`config.mk`:
```
export PLATFORM = sky130hd
export DESIGN_NAME = word_deserializer_flat
export DESIGN_NICKNAME = d
export VERILOG_FILES = /design/src/rtl/word_deserializer_if.sv /design/src/rtl/word_deserializer.sv /design/src/flat_wrapper.sv
export SDC_FILE = /design/constraint.sdc
export NUM_CORES = 1
export LEC_CHECK = 0
export CAP_MARGIN = 20
export CORE_MARGIN = 2
export CORE_UTILIZATION = 35
export DETAILED_ROUTE_END_ITERATION = 16
export PLACE_DENSITY = 0.74
export SETUP_SLACK_MARGIN = 0.3
export SLEW_MARGIN = 20
export SYNTH_ARGS = -nofsm -noshare
export SYNTH_HDL_FRONTEND = slang
export SYNTH_SLANG_ARGS = --single-unit
```
`constraint.sdc`:
```
create_clock -name clk_i -period 2.5 [get_ports clk_i]
set_clock_uncertainty 0.15 [all_clocks]
set_input_delay 0.75 -clock clk_i [delete_from_list [all_inputs] [get_ports clk_i]]
set_output_delay 0.75 -clock clk_i [all_outputs]
set_load 0.02 [all_outputs]
```
`src/rtl/word_deserializer_if.sv`:
```
`default_nettype none
// ============================================================================
// Module      : word_deserializer_if
// Description : Word stream in / frame stream out bundle for word_deserializer.
//               Optional DESER_FLUSH_EN adds flush_i and frame_count_o.
// Revision    : 1.0 - initial release
// ============================================================================
interface word_deserializer_if #(
    parameter int WORD_WIDTH = 8,
    parameter int WORD_COUNT = 4
);
    localparam int TOTAL_WIDTH = WORD_WIDTH * WORD_COUNT;
    localparam int CNT_WIDTH   = $clog2(WORD_COUNT + 1);

    logic                   in_valid_i;
    logic                   in_ready_o;
    logic [WORD_WIDTH-1:0]  pipe_i;
    logic                   out_valid_o;
    logic                   out_ready_i;
    logic [TOTAL_WIDTH-1:0] parallel_o;
`ifdef DESER_FLUSH_EN
    logic                   flush_i;
    logic [CNT_WIDTH-1:0]   frame_count_o;

    modport master (
        output in_valid_i, pipe_i, out_ready_i, flush_i,
        input  in_ready_o, out_valid_o, parallel_o, frame_count_o
    );
    modport slave (
        input  in_valid_i, pipe_i, out_ready_i, flush_i,
        output in_ready_o, out_valid_o, parallel_o, frame_count_o
    );
`else
    modport master (
        output in_valid_i, pipe_i, out_ready_i,
        input  in_ready_o, out_valid_o, parallel_o
    );
    modport slave (
        input  in_valid_i, pipe_i, out_ready_i,
        output in_ready_o, out_valid_o, parallel_o
    );
`endif
endinterface
`default_nettype wire

```
`src/rtl/word_deserializer.sv`:
```
`default_nettype none
// ============================================================================
// Module      : word_deserializer
// Description : Collects WORD_COUNT words (first word in the top slot) into
//               one frame on a valid/ready output. DESER_FLUSH_EN enables
//               partial-frame flush and the frame word count output.
// Revision    : 1.0 - initial release
// ============================================================================
module word_deserializer #(
    parameter int WORD_WIDTH  = 8,
    parameter int WORD_COUNT  = 4,
    parameter int TOTAL_WIDTH = WORD_WIDTH * WORD_COUNT,
    parameter int CNT_WIDTH   = $clog2(WORD_COUNT + 1)
) (
    input  wire logic           clk_i,
    input  wire logic           rst_i,
    word_deserializer_if.slave  deser
);

    localparam logic [0:0]           c_ST_FILL  = 1'b0;
    localparam logic [0:0]           c_ST_FULL  = 1'b1;
    localparam logic [CNT_WIDTH-1:0] c_LAST_IDX = CNT_WIDTH'(WORD_COUNT - 1);

    logic [0:0]             r_state;
    logic [CNT_WIDTH-1:0]   r_count;
    logic [TOTAL_WIDTH-1:0] r_data;

    logic                   w_in_ready;
    logic                   w_accept;
    logic                   w_handoff;
    logic                   w_last_word;
    logic                   w_flush;
    logic                   w_close;
    logic [TOTAL_WIDTH-1:0] w_fill_data;
    logic [TOTAL_WIDTH-1:0] w_first_data;

    // in_ready is a pure function of state, reset and out_ready so the
    // upstream never sees a combinational path from its own valid.
    assign w_in_ready  = !rst_i && ((r_state == c_ST_FILL) || deser.out_ready_i);
    assign w_accept    = deser.in_valid_i && w_in_ready;
    assign w_handoff   = (r_state == c_ST_FULL) && deser.out_ready_i;
    assign w_last_word = w_accept && (r_count == c_LAST_IDX);

`ifdef DESER_FLUSH_EN
    logic [CNT_WIDTH-1:0] r_frame_count;
    logic [CNT_WIDTH-1:0] w_frame_words;

    assign w_flush       = deser.flush_i && ((r_count != '0) || w_accept);
    assign w_frame_words = r_count + CNT_WIDTH'(w_accept);
    assign deser.frame_count_o = r_frame_count;
`else
    assign w_flush = 1'b0;
`endif

    assign w_close = w_last_word || w_flush;

    always_comb begin
        w_fill_data = r_data;
        for (int k = 0; k < WORD_COUNT; k++) begin
            if (r_count == CNT_WIDTH'(k)) begin
                w_fill_data[(WORD_COUNT-1-k)*WORD_WIDTH +: WORD_WIDTH] = deser.pipe_i;
            end
        end
    end

    assign w_first_data = {deser.pipe_i, {(TOTAL_WIDTH-WORD_WIDTH){1'b0}}};

    always_ff @(posedge clk_i) begin
        if (rst_i) begin
            r_state <= c_ST_FILL;
            r_count <= '0;
            r_data  <= '0;
`ifdef DESER_FLUSH_EN
            r_frame_count <= '0;
`endif
        end else begin
            case (r_state)
                c_ST_FILL: begin
                    if (w_accept) begin
                        r_data  <= w_fill_data;
                        r_count <= r_count + CNT_WIDTH'(1);
                    end
                    if (w_close) begin
                        r_state <= c_ST_FULL;
                        r_count <= '0;
`ifdef DESER_FLUSH_EN
                        r_frame_count <= w_frame_words;
`endif
                    end
                end
                c_ST_FULL: begin
                    // A new word may land in the top slot on the same edge
                    // the held frame leaves, keeping one word per cycle.
                    if (w_handoff) begin
                        r_state <= c_ST_FILL;
                        if (w_accept) begin
                            r_data  <= w_first_data;
                            r_count <= CNT_WIDTH'(1);
                        end else begin
                            r_data  <= '0;
                            r_count <= '0;
                        end
`ifdef DESER_FLUSH_EN
                        r_frame_count <= '0;
`endif
                    end
                end
                default: begin
                    r_state <= c_ST_FILL;
                end
            endcase
        end
    end

    assign deser.in_ready_o  = w_in_ready;
    assign deser.out_valid_o = (r_state == c_ST_FULL);
    assign deser.parallel_o  = r_data;

endmodule
`default_nettype wire
```
`src/flat_wrapper.sv`:
```
// flat-port wrapper written by rule: the top's interface ports become plain ports
module word_deserializer_flat 
#(
    parameter int WORD_WIDTH  = 8,
    parameter int WORD_COUNT  = 4,
    parameter int TOTAL_WIDTH = WORD_WIDTH * WORD_COUNT,
    parameter int CNT_WIDTH   = $clog2(WORD_COUNT + 1)
)
  (clk_i, rst_i, deser_in_valid_i, deser_pipe_i, deser_out_ready_i, deser_in_ready_o, deser_out_valid_o, deser_parallel_o);
  word_deserializer_if #(.WORD_WIDTH(WORD_WIDTH), .WORD_COUNT(WORD_COUNT)) deser_i ();
  input  wire logic clk_i;
  input  wire logic rst_i;
  input wire logic [$bits(deser_i.in_valid_i)-1:0] deser_in_valid_i;
  input wire logic [$bits(deser_i.pipe_i)-1:0] deser_pipe_i;
  input wire logic [$bits(deser_i.out_ready_i)-1:0] deser_out_ready_i;
  output wire logic [$bits(deser_i.in_ready_o)-1:0] deser_in_ready_o;
  output wire logic [$bits(deser_i.out_valid_o)-1:0] deser_out_valid_o;
  output wire logic [$bits(deser_i.parallel_o)-1:0] deser_parallel_o;
  assign deser_i.in_valid_i = deser_in_valid_i;
  assign deser_i.pipe_i = deser_pipe_i;
  assign deser_i.out_ready_i = deser_out_ready_i;
  assign deser_in_ready_o = deser_i.in_ready_o;
  assign deser_out_valid_o = deser_i.out_valid_o;
  assign deser_parallel_o = deser_i.parallel_o;
  word_deserializer #(.WORD_WIDTH(WORD_WIDTH), .WORD_COUNT(WORD_COUNT), .TOTAL_WIDTH(TOTAL_WIDTH), .CNT_WIDTH(CNT_WIDTH)) u_core (.clk_i(clk_i), .rst_i(rst_i), .deser(deser_i));
endmodule
```
## Word level (Yosys, flattened, before mapping)

Cells that the tools add are included.

- Word-level logic and storage cells: 46
- Register bits: 36

- Equal/unequal tests: 10
- Reduce and logical (&&, ||, !) cells: 12
- Bitwise logic cells: 1
- $add $sub $neg: 1
- Multiplexer cells: 16

Operators with widths:

| kind | number |
|---|---|
| $mux 32 | 3 |
| $pmux 32 s2 | 1 |
| $mux 8 | 4 |
| $reduce_and 3->1 | 4 |
| $ne 2x2->1 const B | 5 |
| $mux 3 | 3 |
| $eq 3x2->1 const B | 2 |
| $pmux 3 s2 | 1 |
| $logic_and 1x1->1 | 4 |
| $add 3x1->3 const B | 1 |
| $eq 3x1->1 const B | 1 |
| $logic_not 3->1 | 1 |
| $mux 1 | 3 |
| $ne 3x1->1 const B | 1 |
| $ne 2x1->1 const B | 1 |
| $pmux 1 s2 | 1 |
| $reduce_and 2->1 | 1 |
| $logic_not 1->1 | 1 |
| $logic_or 1x1->1 | 1 |
| $not 1->1 | 1 |

## Depth between registers and ports, before layout

Gate-level depths: netlist of the first run.

- Depth in word-level cells: 7
- Depth in mapped cells: 6
- Depth with buffers taken out: 5

## Worst setup path after synthesis of the first run

Ideal clock, no wire load.

- Path type: input to output
- From: input port rst_i
- To: output port deser_in_ready_o
- Stages: 4
- Arrival: 1,630 ps
- Slack: -30 ps
- Cells stage by stage: buf_2 clkbuf_1 clkbuf_1 nor2_1

- Cells in the longest elaborated chain, start to end: 2

Ends and longest elaborated chain:

| element | line | text |
|---|---|---|
| from (decl) | flat_wrapper.sv:12 | `input wire logic rst_i;` |
| $logic_not 1->1 | word_deserializer.sv:39 | `assign w_in_ready = !rst_i && ((r_state == c_ST_FILL) \|\| deser.out_ready_i);` |
| $logic_and 1x1->1 | word_deserializer.sv:39 |  |
| to (decl) | flat_wrapper.sv:16 | `output wire logic [$bits(deser_i.in_ready_o)-1:0] deser_in_ready_o;` |

No other way between the ends.

## Worst setup path in the final report of the first run

- From: register u_core.r_data[5], in the netlist u_core.deser.parallel_o[5]
- To: output port deser_parallel_o[5]

RTL lines:

| element | line | text |
|---|---|---|
| from (decl) | word_deserializer.sv:26 | `logic [TOTAL_WIDTH-1:0] r_data;` |
| from (signal assigned) | word_deserializer.sv:80 | `r_data <= w_fill_data;` |
| from (signal assigned) | word_deserializer.sv:97 | `r_data <= w_first_data;` |
| to (decl) | flat_wrapper.sv:18 | `output wire logic [$bits(deser_i.parallel_o)-1:0] deser_parallel_o;` |

No word-level cell between the ends.

==> impl_metrics.toml, run 1 <==
[die]
core_mm2 = 0.00444
rows = 24
io_pins = 46
die_w_um = 72.5
start_util_pct = 37.0
die_h_um = 72.5
die_area_mm2 = 0.00526

[final_layout]
fin_util_pct = 52.0
syn2layout_area_growth_pct = 40.7
n_antenna_cell = 0
fin_nets = 243
drive_gt1_share_pct = 14.0
fin_area_mm2 = 0.00231

[logic_synthesis]
synth_edf_count = 0
syn-cell-area_mm2 = 0.00164
synth_warnings = 0
ys.flop_type = "dfxtp_1"
postSynthRegisterBits = 36
synthArstFlopShare_pct = 0
seq_area_frac_synth_pct = 43.9
syn_area_per_cell_um2 = 9.08
synthesis.nets = 197
synth_cell_type_count = 28
postSynthCellCount = 181

[power]
powerDensity_mw_per_mm2 = 557
ir_drop_mv = 0.368
total_power_mw = 1.29
power_leakage_nw = 0.778

[timing]
grt_setup_unrepaired = "false"
hold_viol = 0
slew_viol_final = 0
slew_headroom_pct = 57.3
setup_viol = 0
finalCritPeriodShare_pct = 86.7
period_needed_ps = 2170
fin_tns_setup_ps = 0
fmax_ghz = 0.462
hold_ws_ps = 318
worstMarginPinSlew_ps = 641

[grt]
grt_usage_pct = 16.9
antenna_found_initial = 0
grt_max_degree = 40
grt_pass1_vias = 1464
grt_pass1_wl_um = 7070
overflow = 0

[critical_path]
regToRegStartpoint = "u_core.deser.out_valid_o$_SDFF_PP0_"
crit_slowest_cell = "clkdlybuf4s50_1"
rr_worst_depth = 5
r2r_end = "u_core.deser.parallel_o[17]$_SDFFE_PP0P_"
slowest_delay_ps = 620
worstSetupPathType = "flop to primary output"
path_cells = "clkdlybuf4s50_1"
cp.depth = 1
crit_family = "buffers and inverters"
crit_arrival_ps = 1270
cp_data_required_time_ps = 1600
cp_num_buf_inv = 1
critPathLaunchType = "flop"
r2r_setup_slack_ps = 740
crit_path_end_kind = "primary output"
crit_fanout = 2

[status]
status = "completed"

[clock_tree]
clock-root-buffer = "clkbuf_8"
clk_path_buf_depth = 2
hold_buffers = 0
clock_latency_ps = 290
cts.sinks = 36
cts_buffers = 5
post_cts_buffers = 0
htreeDepth = 2
clkTransAtPathRegs_ps = 70
cts_tree = "built"

[routing]
drcViolationCount = 0
wire_per_inst_um = 16.3
maxUsedRoutingLayer = "met4"
wl_um = 4560
firstDrtPassIters = 4
wl_met3_um = 447
wl_met1_um = 2000
wl_met2_um = 2060
dr_total_vias = 1583
ant_nets = 0
drt_iter0_drc = 98
route.detailed.vias_per_inst = 5.65

[place]
gp_congestion = 0.755
dp_hpwl_um = 2900
placed_cell_area_mm2 = 0.00213
portBuffers = 45

[worst_hold_path]
whs_path_depth = 2
hold_class = "flop to flop"
hold_end = "u_core.deser.parallel_o[1]$_SDFFE_PP0P_"
min-delay-start = "u_core.deser.parallel_o[1]$_SDFFE_PP0P_"

[flow_run]
maxCapViolCount = 0
routing by layer:
metal	track usage (%)	vias up
met5	0	-
met2	22.9	85
li1	-	757
met1	24.1	735
met4	6.79	0
met3	6.11	6
flip-flops by register name (all words and copies together), names as in the netlist:
register                  flops
u_core.r_count                3
u_core.deser.out_valid_o      1
u_core.deser.parallel_o      32
stage by stage:
step           std cells  worst slack [ps]
2_1_floorplan        181               308
5_1_grt              280               297
3_5_place_dp         269              -412
6_report             280               333
4_1_cts              277               222
3_3_place_gp         269              -387
where the power goes:
part / internal, mW / total (mW) / switching, mW
Clock: 0.296 / 0.509 / 0.213
Sequential: 0.589 / 0.600 / 0.0106
Combinational: 0.0780 / 0.180 / 0.102
Total: 0.963 / 1.29 / 0.325
worst max path at each step:
stage / startpoint / endpoint / slack, ps
5_1_grt: u_core.deser.parallel_o[5]$_SDFFE_PP0P_ / deser_parallel_o[5] / 300
3_5_place_dp: deser_out_ready_i / deser_in_ready_o / -410
6_report: u_core.deser.parallel_o[5]$_SDFFE_PP0P_ / deser_parallel_o[5] / 330
4_1_cts: deser_out_ready_i / deser_in_ready_o / 220
2_1_floorplan: rst_i / deser_in_ready_o / 310
3_3_place_gp: deser_out_ready_i / deser_in_ready_o / -390
cells in the mapped netlist (2+ instances only):
| master | number | area share (%) |
|---|---|---|
| a31o_1 | 8 | 4.3 |
| buf_6 | 2 | 1.4 |
| clkbuf_2 | 2 | 0.61 |
| inv_1 | 13 | 3.0 |
| nand3b_1 | 8 | 3.7 |
| o211ai_1 | 16 | 7.3 |
| buf_2 | 3 | 0.91 |
| nor2_1 | 3 | 0.69 |
| clkbuf_1 | 8 | 1.8 |
| ha_1 | 4 | 3.0 |
| a21oi_1 | 28 | 8.5 |
| a2111oi_0 | 10 | 5.3 |
| nand2_1 | 3 | 0.69 |
| dfxtp_1 | 36 | 44 |
| nand3_1 | 24 | 7.3 |
worst reg2reg max path: stages, from the launching register on:
cell and delay, ps:
dfxtp_1 310, buf_4 180, or4b_4 550, buf_2 200, o211ai_1 170, a21oi_1 90
cell type report:
| class | count | area (um2) |
|---|---|---|
| Clock buffer | 6 | 72.6 |
| Clock inverter | 2 | 35.0 |
| Fill cell | 412 | 2130 |
| Inverter | 13 | 48.8 |
| Multi-Input combinational cell | 114 | 797 |
| Sequential cell | 36 | 721 |
| Tap cell | 52 | 65.1 |
| Timing Repair Buffer | 57 | 573 |
repair_timing:
| item | 4_1_cts | 5_1_grt |
|---|---|---|
| gates resized for setup | 11 | 17 |
| cloned | 0 | 3 |
| setup endpoints to repair | 26 | 25 |
| pin swaps | 0 | 2 |
kinds of logic after synthesis:
logic type               after synthesis  synth area share (%)
flip-flops                            36                  43.9
buffers and inverters                 31                  9.29
AND/OR/NAND/NOR                       46                  17.6
AO/OA/AOI/OAI                         64                  26.2
adder cells (fa/ha/maj)                4                  3.05
layout by cell type (no fill, tap or decap), types with 5 or more instances in the layout:
cell type,instances
a21oi_1,25
nand3b_1,8
buf_4,5
inv_1,13
dfxtp_1,36
a31o_1,8
o211ai_1,16
a2111oi_0,9
clkbuf_8,5
nand3_1,24
clkdlybuf4s50_1,40
Note: power is estimated with default switching activity, not from simulation.
==> run 2, diff against run 1 <==
Settings changed: ABC_AREA set to 1, PLACE_DENSITY 0.74 to 0.73.
==> run 2 against run 1 <==
Routed wire length fell by 11%. Maximum frequency rose by 0.54%. Sequential share of layout area fell by 0.92 points. Worst setup slack improved by 12 ps. Clock power barely moved. Worst hold slack got worse by 22 ps. Critical path depth did not move. Critical path type unchanged.
==> impl_metrics.toml, run 2 <==
[logic_synthesis]
postSynthRegisterBits = 36
syn-cell-area_mm2 = 0.00174
synthArstFlopShare_pct = 0
synth_top_area_share_pct = 41.5
synth_cell_type_count = 16
seq_area_frac_synth_pct = 41.5
synth_common_cells = "nand2_1 (80), nor2_1 (50), dfxtp_1 (36), inv_1 (26), a21oi_1 (21)"
synth_warnings = 0
synth_edf_count = 0
postSynthCellCount = 264
syn_area_per_cell_um2 = 6.57
synthesis.nets = 280
yosysMostFrequentCell = "nand2_1"
synth.area.top_cells = "dfxtp_1 (42%), nand2_1 (17%), nor2_1 (11%)"
ys.flop_type = "dfxtp_1"
synth_top_area_cell = "dfxtp_1"

[clock_tree]
clkTransAtPathRegs_ps = 70
cts.sinks = 36
htreeDepth = 2
hold_buffers = 0
clock-root-buffer = "clkbuf_8"
clk_path_buf_depth = 2
clock_latency_ps = 290
cts_buffers = 5
cts_tree = "built"

[die]
die_w_um = 74.4
rows = 25
die_h_um = 74.4
die_area_mm2 = 0.00554
core_mm2 = 0.00475
io_pins = 46
start_util_pct = 36.5

[place]
gp_congestion = 0.756
dp_hpwl_um = 2910
portBuffers = 45
place_inst = 370

[critical_path]
crit_family = "buffers and inverters"
regToRegStartpoint = "u_core.deser.out_valid_o$_SDFF_PP0_"
cp_data_required_time_ps = 1600
slowest_delay_ps = 610
cp_num_buf_inv = 1
rr_worst_depth = 9
crit_arrival_ps = 1250
crit_fanout = 2
r2r_setup_slack_ps = 720
path_cells = "clkdlybuf4s50_1"
worstSetupPathType = "flop to primary output"
crit_path_end_kind = "primary output"
cp.depth = 1
r2r_end = "u_core.deser.parallel_o[31]$_SDFFE_PP0P_"
critPathLaunchType = "flop"
crit_slowest_cell = "clkdlybuf4s50_1"

[grt]
overflow = 0
grt_usage_pct = 16.2
grt_max_degree = 43
antenna_found_initial = 0
grt_pass1_wl_um = 6910
grt_pass1_vias = 1560

[power]
power_leakage_nw = 1.13
ir_drop_mv = 0.375
powerDensity_mw_per_mm2 = 545

[final_layout]
mostFrequentLayoutCells = "nand2_1 (79), nor2_1 (49), clkdlybuf4s50_1 (40), dfxtp_1 (36), inv_1 (26)"
num-fill-cells = 506
fin_cells = 379
multi_input_comb_area_um2 = 830
seq_area_um2 = 721
final_common_cell = "nand2_1"
n_antenna_cell = 0
drive_gt1_share_pct = 8.65
largest_reg_flops = 32
fin_nets = 327
syn2layout_area_growth_pct = 37.3

[timing]
setup_viol = 0
grt_setup_unrepaired = "false"
slew_viol_final = 0
slew_headroom_pct = 65.2
fmax_ghz = 0.464
hold_ws_ps = 296
worstMarginPinSlew_ps = 521
hold_viol = 0
period_needed_ps = 2150
finalCritPeriodShare_pct = 86.2

[routing]
route.detailed.vias_per_inst = 4.51
ant_nets = 0
drcViolationCount = 0
drt_iter0_drc = 144
firstDrtPassIters = 4
dr_total_vias = 1708
wire_per_inst_um = 10.8
wl_um = 4080

[flow_run]
maxCapViolCount = 0

[worst_hold_path]
whs_path_depth = 2
hold_end = "u_core.r_count[2]$_SDFFE_PP0P_"
hold_class = "flop to flop"
min-delay-start = "u_core.r_count[2]$_SDFFE_PP0P_"

[status]
status = "completed"
[run 2: cell types whose count changed in the layout (fill, tap and decap cells not counted), sizes merged, moves of 5 or more]
cell / before / now
o211ai: 16 / 0
nand4: 0 / 8
nor2: 3 / 50
inv: 13 / 27
nand2: 3 / 84
nand3b: 8 / 0
a21oi: 28 / 21
nand3: 24 / 19
a31o: 8 / 0
a2111oi: 10 / 0
[run 2: cells by family after synthesis]
group                      count (synthesis)  share of synthesized area, %
AOI/OAI and AO/OA                         21                          6.06
adders and majority gates                  4                          2.88
buffers and inverters                     41                          11.0
DFF                                       36                          41.5
and+or+nand+nor                          162                          38.6
[run 2: cell type report]
type / count / share of cell area, %
repair buffers: 54 / 22.6
well taps: 67 / 3.52
multi-input cells: 187 / 34.8
flip-flops and latches: 36 / 30.3
inverters: 27 / 4.25
clock inverters: 2 / 1.47
clock buffers: 6 / 3.05
[run 2: report_power, final]
| group | internal (mW) | switching (mW) |
|---|---|---|
| Clock | 0.296 | 0.210 |
| Sequential | 0.591 | 0.0105 |
| Combinational | 0.0820 | 0.109 |
| Total | 0.969 | 0.330 |
[run 2: worst max-delay path by stage]
stage,start,end
after CTS,deser_out_ready_i,deser_in_ready_o
after global routing,u_core.deser.parallel_o[10]$_SDFFE_PP0P_,deser_parallel_o[10]
final,u_core.deser.parallel_o[10]$_SDFFE_PP0P_,deser_parallel_o[10]
after floorplan,deser_out_ready_i,deser_in_ready_o
after global placement,deser_out_ready_i,deser_in_ready_o
after detailed placement,deser_out_ready_i,deser_in_ready_o
[run 2: metal layers]
metal  track usage [%]  wire length (um)  vias to the layer above
met5                 0                 0                        -
met4              5.95                65                        0
met3              4.07               269                        8
met2              24.8              1780                       53
met1              22.1              1970                      735
li1                  -                 -                      912
[run 2: metrics by stage]
stage	total power, mW	TNS, ps	worst slack, ps	instance area (um2)	util [%]
final	1.30	0	345	2380	50.1
after CTS	1.31	0	281	2380	50.1
after floorplan	0.730	0	321	1740	-
after global placement	0.804	-430	-430	2270	47.7
after global routing	1.35	0	303	2380	50.1
after detailed placement	0.807	-766	-459	2270	47.7
[run 2: repair_timing]
item | 4_1_cts | 5_1_grt
gates cloned | 0 | 0
resized for setup | 10 | 3
pin swaps | 1 | 0
buffers inserted | 1 | 0
endpoints found under the setup margin | 10 | 5
==> run 3, diff against run 2 <==
Settings changed: PLACE_DENSITY 0.73 to 0.64.
==> run 3 against run 2 <==
Global-route usage down 0.070 points. Count of clock-buffer cells in the layout is 1 higher. Combinational power about the same. Sequential share of layout area decreased by 0.30 points. Die area unchanged. Final area grew 1.0%.
==> impl_metrics.toml, run 3 (synthesis gave the netlist of run 2 again) <==
[status]
status = "completed"

[final_layout]
multi_input_comb_area_um2 = 830
fin_util_pct = 50.6
num-fill-cells = 507
syn2layout_area_growth_pct = 38.6
n_antenna_cell = 0
mostFrequentLayoutCells = "nand2_1 (79), nor2_1 (49), clkdlybuf4s50_1 (39), dfxtp_1 (36), inv_1 (26)"
final_common_cell = "nand2_1"
fin_nets = 329
seq_area_um2 = 721
drive_gt1_share_pct = 9.55
fin_area_mm2 = 0.00241
largest_reg_flops = 32

[clock_tree]
post_cts_buffers = 0
clock_latency_ps = 290
cts_buffers = 5
hold_buffers = 0
clock-root-buffer = "clkbuf_8"
htreeDepth = 2
clk_path_buf_depth = 2
cts.sinks = 36
cts_tree = "built"
clkTransAtPathRegs_ps = 70

[die]
die_area_mm2 = 0.00554
start_util_pct = 36.5
die_h_um = 74.4
rows = 25
core_mm2 = 0.00475
die_w_um = 74.4
io_pins = 46

[critical_path]
cp_data_required_time_ps = 1600
path_cells = "clkdlybuf4s50_1"
crit_slowest_cell = "clkdlybuf4s50_1"
worstSetupPathType = "flop to primary output"
crit_arrival_ps = 1260
crit_fanout = 2
crit_path_end_kind = "primary output"
crit_family = "buffers and inverters"
critPathLaunchType = "flop"
slowest_delay_ps = 610
cp_num_buf_inv = 1

[grt]
overflow = 0
grt_max_degree = 31
grt_pass1_wl_um = 6820
grt_usage_pct = 16.1
grt_pass1_vias = 1517
antenna_found_initial = 0

[timing]
fmax_ghz = 0.463
fin_tns_setup_ps = 0
slew_headroom_pct = 66.5
fin_ws_ps = 342
hold_viol = 0
setup_viol = 0
period_needed_ps = 2160
grt_setup_unrepaired = "false"
finalCritPeriodShare_pct = 86.3
slew_viol_final = 0
worstMarginPinSlew_ps = 502

[power]
p_switching_uw = 335
p_seq_share_pct = 44.2
ir_drop_mv = 0.395
comb_power_share_pct = 14.2
p_int_mw = 1.03
powerDensity_mw_per_mm2 = 566
sw_frac_of_total_pct = 24.6
power_leakage_nw = 1.17
total_power_mw = 1.36
clkPwrFrac_pct = 41.6

[routing]
dr_total_vias = 1687
firstDrtPassIters = 4
drt_iter0_drc = 70
wl_um = 4180
wire_per_inst_um = 11.0
route.detailed.vias_per_inst = 4.43
ant_nets = 0
drcViolationCount = 0

[place]
dp_hpwl_um = 2960
pre_cts_ws_ps = -445
gp_congestion = 0.785
portBuffers = 45
placed_cell_area_mm2 = 0.00228

[flow_run]
maxCapViolCount = 0

[worst_hold_path]
hold_class = "flop to flop"
run 3: metrics by stage:
step	instances	hold WS [ps]
after floorplan	264	270
after global placement	373	283
after detailed placement	373	298
after CTS	381	308
after global routing	381	340
final	381	300
run 3: area by class of cell:
class,count,share of cell area (%)
Clock buffer,7,4.00
Tap cell,67,3.48
Inverter,27,4.21
Clock inverter,1,1.25
Timing Repair Buffer,56,22.6
Multi-Input combinational cell,187,34.5
Sequential cell,36,30.0
run 3: worst paths after layout:
check	end	start	slack [ps]	cells after the start
max	deser_parallel_o[10]	u_core.deser.parallel_o[10]$_SDFFE_PP0P_	340	1
min	u_core.r_count[2]$_SDFFE_PP0P_	u_core.r_count[2]$_SDFFE_PP0P_	300	2
max reg2reg	u_core.deser.parallel_o[0]$_SDFFE_PP0P_	u_core.deser.out_valid_o$_SDFF_PP0_	780	6
min reg2reg	u_core.r_count[2]$_SDFFE_PP0P_	u_core.r_count[2]$_SDFFE_PP0P_	300	2
run 3: tightest hold or removal path: cells and delay by family, from the launching register on:
family / cells / cell delay [ps]
AO/OA/AOI/OAI: 1 / 40
flip-flops: 1 / 310
AND/OR/NAND/NOR: 1 / 60
run 3: power by group through the flow:
| stage | Sequential (mW) | Combinational, mW | Clock, mW |
|---|---|---|---|
| 2_1_floorplan | 0.634 | 0.0960 | 0 |
| 3_3_place_gp | 0.615 | 0.192 | 0 |
| 3_5_place_dp | 0.615 | 0.194 | 0 |
| 4_1_cts | 0.602 | 0.195 | 0.579 |
| 5_1_grt | 0.603 | 0.214 | 0.602 |
| 6_report | 0.601 | 0.193 | 0.566 |
run 3: what timing repair did:
item                       4_1_cts  5_1_grt
resized for setup                9        5
setup endpoints to repair        7        3
pin swaps                        1        1
run 3: routing by layer:
layer  share of wire (%)  global-route usage, %  vias up  routed length, um
met2                  44                   24.9       44               1860
met1                  48                   21.5      724               2030
met3                 5.6                   4.20        7                235
li1                    -                      -      912                  -
met5                   0                      0        -                  0
met4                 1.5                   6.55        0                 61
